### src/rtl/i2c_bus_conditioner.sv
// i2c_bus_conditioner
//   Master-side input conditioning for the I2C repeater. Raw SCL/SDA are
//   synchronised into system_clk, glitch-filtered, and decoded into
//   START/STOP events and the bit/ACK position of each 9-bit frame.
//
// Ports
//   system_clk  : system clock, rising edge
//   reset       : synchronous, active-high
//   scl_in      : raw master SCL (asynchronous)
//   sda_in      : raw master SDA (asynchronous)
//   scl_filt    : synchronised, filtered SCL
//   sda_filt    : synchronised, filtered SDA
//   scl_rise    : one-cycle pulse, scl_filt 0->1
//   scl_fall    : one-cycle pulse, scl_filt 1->0
//   start_det   : one-cycle pulse on START / repeated START
//   stop_det    : one-cycle pulse on STOP
//   bus_busy    : high between START and STOP
//   bit_cnt     : 0..7 data bit, 8 ACK bit
//   ack_phase   : high while the frame is in its ACK bit
//   ack_done    : one-cycle pulse at the SCL fall ending the ACK bit
//   ack_nack    : SDA sampled at the ACK-bit SCL rise (0 = ACK)
module i2c_bus_conditioner #(
  parameter int unsigned SYNC_STAGES = 2,
  parameter int unsigned FILTER_LEN  = 3,
  parameter int unsigned CNT_W       = 4
) (
  input  logic       system_clk,
  input  logic       reset,
  input  logic       scl_in,
  input  logic       sda_in,
  output logic       scl_filt,
  output logic       sda_filt,
  output logic       scl_rise,
  output logic       scl_fall,
  output logic       start_det,
  output logic       stop_det,
  output logic       bus_busy,
  output logic [3:0] bit_cnt,
  output logic       ack_phase,
  output logic       ack_done,
  output logic       ack_nack
);

  typedef enum logic [1:0] {
    S_IDLE,
    S_START_HOLD,
    S_DATA,
    S_ACK
  } state_t;

  localparam logic [CNT_W-1:0] FILT_TERM = CNT_W'(FILTER_LEN - 1);

  // Synchronisers
  logic [SYNC_STAGES-1:0] scl_sync_q;
  logic [SYNC_STAGES-1:0] sda_sync_q;
  logic                   scl_sync;
  logic                   sda_sync;

  always_ff @(posedge system_clk) begin
    if (reset) begin
      scl_sync_q <= '1;
      sda_sync_q <= '1;
    end else begin
      scl_sync_q <= {scl_sync_q[SYNC_STAGES-2:0], scl_in};
      sda_sync_q <= {sda_sync_q[SYNC_STAGES-2:0], sda_in};
    end
  end

  assign scl_sync = scl_sync_q[SYNC_STAGES-1];
  assign sda_sync = sda_sync_q[SYNC_STAGES-1];

  // Stability filters
  logic [CNT_W-1:0] scl_cnt_q, scl_cnt_d;
  logic [CNT_W-1:0] sda_cnt_q, sda_cnt_d;
  logic             scl_filt_q, scl_filt_d;
  logic             sda_filt_q, sda_filt_d;
  logic             scl_prev_q;
  logic             sda_prev_q;

  always_comb begin
    scl_cnt_d  = scl_cnt_q;
    scl_filt_d = scl_filt_q;
    if (scl_sync == scl_filt_q) begin
      scl_cnt_d = '0;
    end else if (scl_cnt_q == FILT_TERM) begin
      scl_filt_d = scl_sync;
      scl_cnt_d  = '0;
    end else begin
      scl_cnt_d = scl_cnt_q + 1'b1;
    end
  end

  always_comb begin
    sda_cnt_d  = sda_cnt_q;
    sda_filt_d = sda_filt_q;
    if (sda_sync == sda_filt_q) begin
      sda_cnt_d = '0;
    end else if (sda_cnt_q == FILT_TERM) begin
      sda_filt_d = sda_sync;
      sda_cnt_d  = '0;
    end else begin
      sda_cnt_d = sda_cnt_q + 1'b1;
    end
  end

  always_ff @(posedge system_clk) begin
    if (reset) begin
      scl_cnt_q  <= '0;
      sda_cnt_q  <= '0;
      scl_filt_q <= 1'b1;
      sda_filt_q <= 1'b1;
      scl_prev_q <= 1'b1;
      sda_prev_q <= 1'b1;
    end else begin
      scl_cnt_q  <= scl_cnt_d;
      sda_cnt_q  <= sda_cnt_d;
      scl_filt_q <= scl_filt_d;
      sda_filt_q <= sda_filt_d;
      scl_prev_q <= scl_filt_q;
      sda_prev_q <= sda_filt_q;
    end
  end

  // Edge and bus-condition decode (registers only, no raw-input paths)
  logic sda_rise_int;
  logic sda_fall_int;
  logic scl_stable_hi;

  assign scl_rise      = scl_filt_q & ~scl_prev_q;
  assign scl_fall      = ~scl_filt_q & scl_prev_q;
  assign sda_rise_int  = sda_filt_q & ~sda_prev_q;
  assign sda_fall_int  = ~sda_filt_q & sda_prev_q;
  // SCL must be high on both sides of the SDA edge, so simultaneous
  // SCL/SDA changes never qualify.
  assign scl_stable_hi = scl_filt_q & scl_prev_q;
  assign start_det     = sda_fall_int & scl_stable_hi;
  assign stop_det      = sda_rise_int & scl_stable_hi;

  // Frame tracker
  state_t     state_q, state_d;
  logic [3:0] bit_cnt_q, bit_cnt_d;
  logic       busy_q, busy_d;
  logic       nack_q, nack_d;

  always_comb begin
    state_d   = state_q;
    bit_cnt_d = bit_cnt_q;
    busy_d    = busy_q;
    nack_d    = nack_q;
    if (stop_det) begin
      state_d   = S_IDLE;
      bit_cnt_d = 4'd0;
      busy_d    = 1'b0;
    end else if (start_det) begin
      state_d   = S_START_HOLD;
      bit_cnt_d = 4'd0;
      busy_d    = 1'b1;
    end else begin
      case (state_q)
        S_START_HOLD: begin
          // This fall completes the START and is not a data bit.
          if (scl_fall) begin
            state_d   = S_DATA;
            bit_cnt_d = 4'd0;
          end
        end
        S_DATA: begin
          if (scl_fall) begin
            if (bit_cnt_q == 4'd7) begin
              state_d   = S_ACK;
              bit_cnt_d = 4'd8;
            end else begin
              bit_cnt_d = bit_cnt_q + 4'd1;
            end
          end
        end
        S_ACK: begin
          if (scl_rise) begin
            nack_d = sda_filt_q;
          end
          if (scl_fall) begin
            state_d   = S_DATA;
            bit_cnt_d = 4'd0;
          end
        end
        default: begin
          state_d = state_q;
        end
      endcase
    end
  end

  always_ff @(posedge system_clk) begin
    if (reset) begin
      state_q   <= S_IDLE;
      bit_cnt_q <= 4'd0;
      busy_q    <= 1'b0;
      nack_q    <= 1'b1;
    end else begin
      state_q   <= state_d;
      bit_cnt_q <= bit_cnt_d;
      busy_q    <= busy_d;
      nack_q    <= nack_d;
    end
  end

  assign scl_filt  = scl_filt_q;
  assign sda_filt  = sda_filt_q;
  assign bus_busy  = busy_q;
  assign bit_cnt   = bit_cnt_q;
  assign ack_phase = (state_q == S_ACK);
  assign ack_nack  = nack_q;
  assign ack_done  = (state_q == S_ACK) & scl_fall & ~start_det & ~stop_det;

endmodule

### config.mk
export PLATFORM = sky130hd
export DESIGN_NAME = i2c_bus_conditioner
export DESIGN_NICKNAME = d
export VERILOG_FILES = /design/src/rtl/i2c_bus_conditioner.sv
export SDC_FILE = /design/constraint.sdc
export NUM_CORES = 1
export LEC_CHECK = 0
export CORE_ASPECT_RATIO = 1.2
export CORE_MARGIN = 3
export CORE_UTILIZATION = 34
export DETAILED_ROUTE_END_ITERATION = 12
export PLACE_DENSITY = 0.67
export SETUP_SLACK_MARGIN = 0.5
export SLEW_MARGIN = 0
export SYNTH_ARGS = -nofsm -noshare
export SYNTH_HDL_FRONTEND = slang
export SYNTH_SLANG_ARGS = --single-unit
### constraint.sdc
create_clock -name system_clk -period 2.2 [get_ports system_clk]
set_input_delay 0.55 -clock system_clk [delete_from_list [all_inputs] [get_ports system_clk]]
set_output_delay 0.55 -clock system_clk [all_outputs]
set_load 0.02 [all_outputs]
==> results.txt <==
----------------------------------------------------
[Timing]
  Final critical path time including I/O delays and setup ... 1.72 ns
  Slew headroom ... 0.754
  Highest clock frequency the design can meet ... roughly 580 MHz
  Hold violation count in the final report ... 0
  Transition at the pin with the smallest max-transition slack ... between 0.3 and 0.4 ns
  Setup slack of the critical path after layout ... 0.478 ns
  Final TNS setup ... 0 ns
  Number of max-slew violations in the final report ... 0
  Finish-stage setup viols ... 0
  Post-Route Skew ... between 0.006 and 0.007 ns
  Setup repair after global routing missed its margin ... true
  Final period utilization ... 0.783

[CTS]
  Hold buffer count at CTS ... 0
  CTS clock-pin slew for the worst setup and hold paths ... roughly 0.12 ns
  Clock sink total ... 24
  Clock Tree Root ... clkbuf_4
  Number of buffers created by CTS ... 3
  CTS H-tree lvls ... 1
  Skew-Pair Late Insertion Delay ... roughly 0.32 ns
  CTS Buffer Depth ... 2
  Clock tree from TritonCTS ... yes

[Critical path]
  Critical Setup Path Class ... register to output port
  Worst Reg-to-Reg Cells ... 5
  Slowest stage cell on the critical path ... dfxtp_4
  Setup slack of the most critical reg-to-reg path ... 0.60 ns
  Endpoint kind of the worst setup timing path ... output port
  CP Launch Point ... scl_prev_q
  Data required time at the worst endpoint ... between 1.5 and 2 ns
  Startpoint of the lowest-slack register-to-register path ... scl_filt
  Slowest stage delay, CP ... between 0.4 and 0.5 ns
  Setup crit end ... stop_det
  RR Endpoint ... bit_cnt[3]
  Cell chain of the critical path ... nand2_4 -> nor3b_4 -> buf_6
  Arrival time at the worst endpoint ... between 1 and 1.5 ns
  Worst Path Max Fanout ... 6
  Kind of start point of the critical path ... register

[Routing]
  Total wire length after detailed routing ... approximately 2000 um
  Initial drt markers ... 16
  Detailed-route wire length per cell ... 11.8 um
  DRC violation count after routing ... 0
  Post-DRT Antenna Nets ... 0
  First-pass iteration count of the detailed router ... 4
  Ratio of routed vias to standard cells ... around 5.0
  Total vias in the final route ... 836

[Min path]
  Worst hold path type ... register to register
  Worst Min Path Start ... sda_sync_q[0]

[Power]
  Fraction of power consumed by the clock network ... 0.335
  Comb power frac ... 0.035
  Sequential cell fraction of total power ... 0.631
  Worst voltage drop across the vdd grid ... roughly 0.21 mV
  Cell leakage power ... approximately 0.57 nW
  Net switching component of the power ... roughly 0.00015 W
  Power density relative to cell area ... between 500 and 600 mW/mm^2
  Sw Ratio ... 0.209
  Internal power ... around 0.00055 W

[GRT]
  Largest net degree at the start of global routing ... 14
  Global-route wire length before repair ... ~3300 um
  Vias in the first global route ... 806
  Total global routing track utilization ... 0.113
  GRT Residual Overflow ... 0
  Number of antenna violations at the first check in global routing ... 0

[Placement]
  Placement Setup Slack ... between 0.2 and 0.25 ns
  Post-detailed-placement half-perimeter wirelength ... 1440 um
  Quantity of I/O buffers inserted on ports ... 17
  Weighted congestion at the end of routability-driven global placement ... around 0.76

[Logic synthesis]
  Post-synthesis cell area ... between 0.001 and 0.0015 mm^2
  Average cell area after synthesis ... roughly 9.7 um^2
  Register bit count reported by yosys ... 24
  Count of warnings emitted by yosys ... 0
  Distinct cell type count after synthesis ... 31
  Share of Yosys cell area claimed by the top area cell type ... 0.475
  Cells taking the most area after synthesis ... dfxtp_1 (47%), ha_1 (6.2%), nor2_1 (4.4%), xnor2_1 (4.3%), or2_2 (3.7%)
  Synthesized instance count ... 104
  Net count after synthesis ... approximately 110
  Sequential area share after synthesis ... 0.475
  Largest area contributor in the synthesized netlist ... dfxtp_1

[Final layout]
  Multi-input logic area ... between 500 and 600 um^2
  Filler cell count in the final layout ... around 280
  Post-layout nets ... ~140
  Share of post-route cells with drive strength above 1 ... 0.331
  Area added between synthesis and finish ... 32.0%
  Leading cell types in the layout, fill and taps excluded ... dfxtp_1 (17), nor2_1 (12), buf_4 (10)
  Antenna cell count ... 0
  Sequential cell area ... approximately 500 um^2
  Most common cell after layout, fill and taps aside ... dfxtp_1

[Floorplanning]
  Die extent in y ... roughly 66 um
  Floorplan die area ... around 0.0037 mm^2
  Number of rows in the core area ... 21
  Ports ... 18
  Placeable Area ... 0.00281 mm^2
  Die X-Extent ... 55.8 um
  Effective utilization at floorplan ... 0.360

[Outcome]
  Outcome ... finished, final reports clean

[Flow run]
  Max capacitance violation total ... 0

----------------------------------------------------
-- power groups by stage --
stage / Combinational [W] / Sequential (W) / Clock (W)
after global routing: 0.0000270 / 0.000439 / 0.000256
after floorplan: 0.0000132 / 0.000452 / 0
after CTS: 0.0000239 / 0.000438 / 0.000241
final: 0.0000242 / 0.000438 / 0.000232
after detailed placement: 0.0000234 / 0.000453 / 0
after global placement: 0.0000227 / 0.000452 / 0
-- cell type report --
type                    instances  share of cell area
flip-flops and latches         24               0.374
repair buffers                 27               0.162
multi-input cells              74               0.392
inverters                       4              0.0131
well taps                      34              0.0318
clock buffers                   4              0.0272
-- metal layers --
metal	wire length, um	part of all wire	vias to the layer above	global-route usage
li1	-	-	417	-
met1	791	0.40	397	0.111
met2	1030	0.52	18	0.213
met3	107	0.054	4	0.0352
met4	38	0.019	0	0.0534
met5	0	0	-	0
-- state kept, by name (all words and copies together) (netlist names) --
| name | flops |
|---|---|
| bit_cnt | 4 |
| sda_filt | 1 |
| scl_sync_q | 2 |
| scl_prev_q | 1 |
| sda_sync_q | 2 |
| scl_cnt_q | 4 |
| sda_cnt_q | 4 |
| scl_filt | 1 |
| state_q | 2 |
| bus_busy | 1 |
| ack_nack | 1 |
| sda_prev_q | 1 |
-- cell usage after synthesis --
cell type and number:
nand2b_4 1, nand3b_1 1, o21bai_1 1, buf_6 1, and4bb_2 1, nand2_1 5
o21ai_0 3, or3_1 2, a211o_1 3, xor2_1 2, and3b_1 1, or3b_1 1
ha_1 5, nand3_1 2, or4_1 1, and4b_2 1, nor2_1 12, xnor2_1 5
nor2b_1 3, a211oi_1 2, a21oi_1 6, nor3_1 2, nor3b_1 3, and3_1 1
or2_2 6, a221oi_1 1, buf_4 1, and2_1 2, dfxtp_1 24, o31ai_1 1
inv_1 4
-- worst max-delay path, delay by kind of cell, from the launching register on --
| family | cells | cell delay [ns] |
|---|---|---|
| buf+inv | 1 | 0.15 |
| flops | 1 | 0.42 |
| simple gates | 2 | 0.29 |
-- worst min-delay path by stage --
stage	cells after the start	slack, ns	end
after detailed placement	1	0.40	sda_sync_q[1]
after floorplan	1	0.39	scl_sync_q[1]
final	1	0.43	sda_sync_q[1]
after global routing	1	0.45	scl_sync_q[1]
after global placement	1	0.39	scl_sync_q[1]
after CTS	1	0.43	sda_sync_q[1]
-- per-stage QoR --
stage	cell area [um^2]	hold WS, ns	util	power [W]	cells
global placement	1230	0.391	0.436	0.000475	155
global route	1340	0.449	0.475	0.000722	167
detailed placement	1230	0.399	0.436	0.000476	155
floorplan	1020	0.389	-	0.000465	104
CTS	1290	0.432	0.460	0.000703	163
finish	1340	0.427	0.475	0.000695	167
-- logic make-up after synthesis --
logic type | Yosys count | synth area share
fa+ha+maj | 5 | 0.0618
simple gates | 45 | 0.261
compound gates | 17 | 0.109
buf+inv | 6 | 0.0334
flops | 24 | 0.475
xor+xnor | 7 | 0.0606
-- timing repair --
action,CTS,global route
setup endpoints to repair,14,8
buffers inserted,4,4
gates resized for setup,45,16
pin swaps,0,3
Note: power is estimated with default switching activity, not from simulation.
